## src/rtl/alu.sv

```systemverilog
// alu: add/sub/mul/div on WIDTH-bit unsigned operands, with status flags for each result.
// Latency: exactly 1 cycle. A, B and ALUControl are sampled at a rising edge and appear on the outputs after that edge.
// Backpressure: none. A new operation is accepted every cycle and the block never stalls.
//
// Ports:
//   clk        - single clock; all state changes on its rising edge
//   rst_n      - synchronous active-low reset. It takes priority over any operation at the same edge.
//   A, B       - operands (WIDTH bits)
//   ALUControl - operation select: 00 add, 01 sub, 10 mul, 11 div
//   Result     - registered result (WIDTH bits)
//   OverFlow   - registered flag:
//                  add/sub: signed overflow
//                  mul: product did not fit in WIDTH bits
//                  div: divide by zero
//   Carry      - registered flag:
//                  add: carry out
//                  sub: no borrow (A >= B)
//                  mul/div: 0
//   Zero       - registered flag, Result == 0
//   Negative   - registered copy of Result[WIDTH-1]
module alu #(
  parameter int WIDTH = 34
) (
  input  logic             clk,
  input  logic             rst_n,
  input  logic [WIDTH-1:0] A,
  input  logic [WIDTH-1:0] B,
  input  logic [1:0]       ALUControl,
  output logic [WIDTH-1:0] Result,
  output logic             OverFlow,
  output logic             Carry,
  output logic             Zero,
  output logic             Negative
);

  localparam logic [1:0] OP_ADD = 2'b00;
  localparam logic [1:0] OP_SUB = 2'b01;
  localparam logic [1:0] OP_MUL = 2'b10;
  localparam logic [1:0] OP_DIV = 2'b11;

  // Datapath: every operation is computed in parallel; ALUControl only steers the result.
  logic [WIDTH:0]     sum_ext;
  logic [WIDTH:0]     diff_ext;
  logic [2*WIDTH-1:0] prod;
  logic [WIDTH-1:0]   quot;
  logic               div_by_zero;

  // One guard bit on the operands.
  // For add, the guard bit is the carry out. For sub, it is the borrow.
  assign sum_ext  = {1'b0, A} + {1'b0, B};
  assign diff_ext = {1'b0, A} - {1'b0, B};
  assign prod     = {{WIDTH{1'b0}}, A} * {{WIDTH{1'b0}}, B};

  assign div_by_zero = (B == '0);

  // Divide-by-zero is steered to all ones, so the divider output never leaks X.
  always_comb begin
    quot = '1;
    if (!div_by_zero) begin
      quot = A / B;
    end
  end

  logic [WIDTH-1:0] result_d, result_q;
  logic             ovf_d, ovf_q;
  logic             carry_d, carry_q;
  logic             zero_d, zero_q;
  logic             neg_d, neg_q;

  always_comb begin
    result_d = '0;
    ovf_d    = 1'b0;
    carry_d  = 1'b0;
    unique case (ALUControl)
      OP_ADD: begin
        result_d = sum_ext[WIDTH-1:0];
        carry_d  = sum_ext[WIDTH];
        // Signed overflow: the operands have the same sign and the result sign differs.
        ovf_d    = (A[WIDTH-1] == B[WIDTH-1]) && (sum_ext[WIDTH-1] != A[WIDTH-1]);
      end
      OP_SUB: begin
        result_d = diff_ext[WIDTH-1:0];
        // A borrow into the guard bit means A < B unsigned.
        carry_d  = ~diff_ext[WIDTH];
        // Signed overflow: the operand signs differ and the result sign differs from A.
        ovf_d    = (A[WIDTH-1] != B[WIDTH-1]) && (diff_ext[WIDTH-1] != A[WIDTH-1]);
      end
      OP_MUL: begin
        result_d = prod[WIDTH-1:0];
        ovf_d    = |prod[2*WIDTH-1:WIDTH];
      end
      OP_DIV: begin
        result_d = quot;
        ovf_d    = div_by_zero;
      end
      default: begin
        result_d = '0;
      end
    endcase
    // Flags derive from the final result, so divide-by-zero reports Negative=1 and Zero=0.
    zero_d = (result_d == '0);
    neg_d  = result_d[WIDTH-1];
  end

  always_ff @(posedge clk) begin
    if (!rst_n) begin
      result_q <= '0;
      ovf_q    <= 1'b0;
      carry_q  <= 1'b0;
      zero_q   <= 1'b1;
      neg_q    <= 1'b0;
    end else begin
      result_q <= result_d;
      ovf_q    <= ovf_d;
      carry_q  <= carry_d;
      zero_q   <= zero_d;
      neg_q    <= neg_d;
    end
  end

  assign Result   = result_q;
  assign OverFlow = ovf_q;
  assign Carry    = carry_q;
  assign Zero     = zero_q;
  assign Negative = neg_q;

endmodule

```

## config.mk

```make
export PLATFORM = sky130hd
export DESIGN_NAME = alu
export DESIGN_NICKNAME = d
export VERILOG_FILES = /design/src/rtl/alu.sv
export SDC_FILE = /design/constraint.sdc
export NUM_CORES = 2
export LEC_CHECK = 0
export BUFFER_PORTS_ARGS = -buffer_cell sky130_fd_sc_hd__buf_2
export CORE_MARGIN = 3
export CORE_UTILIZATION = 30
export DETAILED_ROUTE_END_ITERATION = 8
export GPL_TIMING_DRIVEN = 0
export PLACE_DENSITY = 0.51
export SYNTH_ARGS = -nofsm -noshare
export SYNTH_HDL_FRONTEND = slang
export SYNTH_SLANG_ARGS = --single-unit
```

## constraint.sdc

```tcl
create_clock -name clk -period 170.2 [get_ports clk]
set_clock_uncertainty 0.05 [all_clocks]
set_input_delay 34.04 -clock clk [delete_from_list [all_inputs] [get_ports clk]]
set_output_delay 34.04 -clock clk [all_outputs]
set_load 0.01 [all_outputs]
```

==> results.py <==
metrics = {
    "synthesis": {
        "ys_seq_elements": 37,
        "syn_avg_cell_area_um2": 7.61,
        "synth-seq-area-share": 0.00977,
        "netlist_area_mm2": 0.0758,
        "synth-edff-count": 0,
        "ys_warn_count": 0,
        "yosysTopAreaCell": "fa_1",
        "synthDistinctLibCells": 97,
        "synth_area_leaders": "fa_1 27%, ha_1 16%, inv_1 6.7%",
        "syn-num-nets": 12000,
        "syn_inst": 9959,
        "synthArstFlopShare": 0,
        "synth_ff_type": "dfxtp_1",
        "synth_top_area_share": 0.270,
    },
    "detailed_routing": {
        "totalWireLength_mm": 382,
        "ant_nets": 0,
        "first_pass_iters": 8,
        "num_vias": 77100,
        "wire_per_inst_um": 28.3,
        "viasPerCell": 5.72,
        "drt_iter0_markers": 7905,
        "drc": 0,
    },
    "clocking": {
        "cts.clk_slew.worst_paths_ns": 0.05,
        "post_cts_buffers": 0,
        "ctsHoldBuffers": 0,
        "cts_tree": "done",
        "cts_resized": 0,
        "numCtsBuffers": 5,
        "clkSinkCount": 37,
        "cts_root_buf": "clkbuf_16",
        "clockBufferDepth": 2,
        "htree_levels": 2,
    },
    "timing": {
        "worstMarginPinSlew_ns": 1.61,
        "min_period_ns": 149.10,
        "rsz0062_at_grt": "no",
        "fmax_mhz": 6.71,
        "slew_violations": 24,
        "finalCritPeriodShare": 0.876,
        "fin_tns_setup_ns": 0,
        "setup_ws_ns": 21.10,
        "max_slew_margin": -0.0755,
        "setup_viol": 0,
        "finalHoldViolCount": 0,
    },
    "layout": {
        "final_cell_count_no_fill": 13500,
        "final_util": 0.326,
        "syn_to_final_growth_pct": 7.43,
        "fin_nets": 12100,
        "most-common-layout-cells": "1,346 x inv_1, 1,022 x fa_1, 1,016 x nand2_1",
        "drive_gt1_frac": 0.0386,
        "layout_commonest_cell": "inv_1",
    },
    "flow_run": {
        "cap_viol_max_count": 2,
    },
    "min_path": {
        "hp-class": "input port to register",
    },
    "floorplanning": {
        "io_pins": 110,
        "core_mm2": 0.250,
        "start_util": 0.303,
        "die_y_um": 509,
        "floorplan.die_area_mm2": 0.259,
        "die_w_um": 509,
        "core.rowCount": 183,
    },
    "place": {
        "place_inst": 13400,
        "port_buffers": 108,
        "gp_congestion": 1.01,
        "dpl.hpwl_mm": 319,
        "pre_cts_slack_ns": 24.14,
    },
    "worst_setup_path": {
        "end_kind": "register",
        "crit_path_end": "Zero",
        "start_kind": "input port",
        "crit_slowest_cell": "o31ai_1",
        "crit_top_cell": "clkbuf_1",
        "path_max_fanout": 10,
        "critPathMaxStageDelay_ns": 1.17,
        "cp-startpoint": "B[16]",
        "crit_type": "input port to register",
        "crit_required_ns": 170.33,
        "cp_data_arrival_time_ns": 149.23,
    },
    "global_route": {
        "grt_pass1_vias": 76000,
        "grt_pass1_wl_mm": 539,
        "grtUsageTotal": 0.285,
        "grt_max_degree": 38,
        "antenna_found_initial": 60,
        "grt_remaining_overflow": 0,
    },
    "outcome": {
        "violations": "capacitance limit, slew limit",
        "status": "finished, violations left",
    },
}
routing by layer:
| layer | global-route usage | part of all wire | routed length (µm) | up-vias |
|---|---|---|---|---|
| met2 | 0.444 | 0.43 | 166000 | 3741 |
| li1 | - | - | - | 33900 |
| met4 | 0.165 | 0.070 | 26600 | 16 |
| met1 | 0.369 | 0.41 | 156000 | 38700 |
| met3 | 0.0534 | 0.087 | 33200 | 804 |
| met5 | 0.00185 | 0.00042 | 161 | - |
synthesized netlist by cell type (147+ instances only):
library cell,instances
and2_1,486
ha_1,950
o21ai_0,375
nor2_1,927
nand3_1,177
xnor2_1,303
xor2_1,176
o21a_1,147
a21oi_1,592
clkbuf_1,379
nor3_1,193
a21o_1,221
fa_1,1022
nand2_1,1016
inv_1,1355
worst min path at each step:
stage / from / to / cells after the start
4_1_cts: rst_n / Zero / 3
5_1_grt: rst_n / Zero / 3
3_3_place_gp: Result[11] / Result[11] / 1
2_1_floorplan: rst_n / Result[0] / 2
3_5_place_dp: Result[16] / Result[16] / 1
6_report: rst_n / Zero / 3
through the flow:
| stage | instance area, µm² | hold slack (ns) |
|---|---|---|
| after floorplan | 75800 | 34.16 |
| after global placement | 80500 | 34.39 |
| after detailed placement | 81200 | 34.39 |
| after CTS | 81300 | 34.26 |
| after global routing | 81400 | 34.26 |
| final | 81400 | 34.28 |
logic make-up (layout without fill, tap and decap cells):
logic type,after synthesis,in the layout,share of synthesized area
AOI/OAI and AO/OA,2199,2199,0.192
xor gates and xnor gates,479,479,0.0553
adders and majority gates,1972,1972,0.427
buffers and inverters,1809,1951,0.0898
DFF,37,37,0.00977
muxes,123,123,0.0174
other,0,47,0
and+or+nand+nor,3340,3340,0.209
registers in the layout, summed over array words and instances, names as in the netlist:
register	count
Result	34
Zero	1
OverFlow	1
Carry	1
area by class of cell:
type	count	area, µm²
multi-input cells	8113	68300
inverters	1373	5180
repair buffers	135	1110
plain buffers	436	1680
diodes	47	118
fillers	27200	169000
flip-flops and latches	37	741
well taps	3330	4170
clock buffers	6	139
clock inverters	1	7.51
critical path, delay by kind of cell:
family / cells / cell delay [ns]
compound gates: 141 / 48.96
buf+inv: 59 / 28.91
simple gates: 92 / 23.24
fa+ha+maj: 33 / 11.33
mux: 6 / 2.37
Power is not shown: default switching activity piles up to over one toggle a cycle in this logic, so the estimate is an artifact.
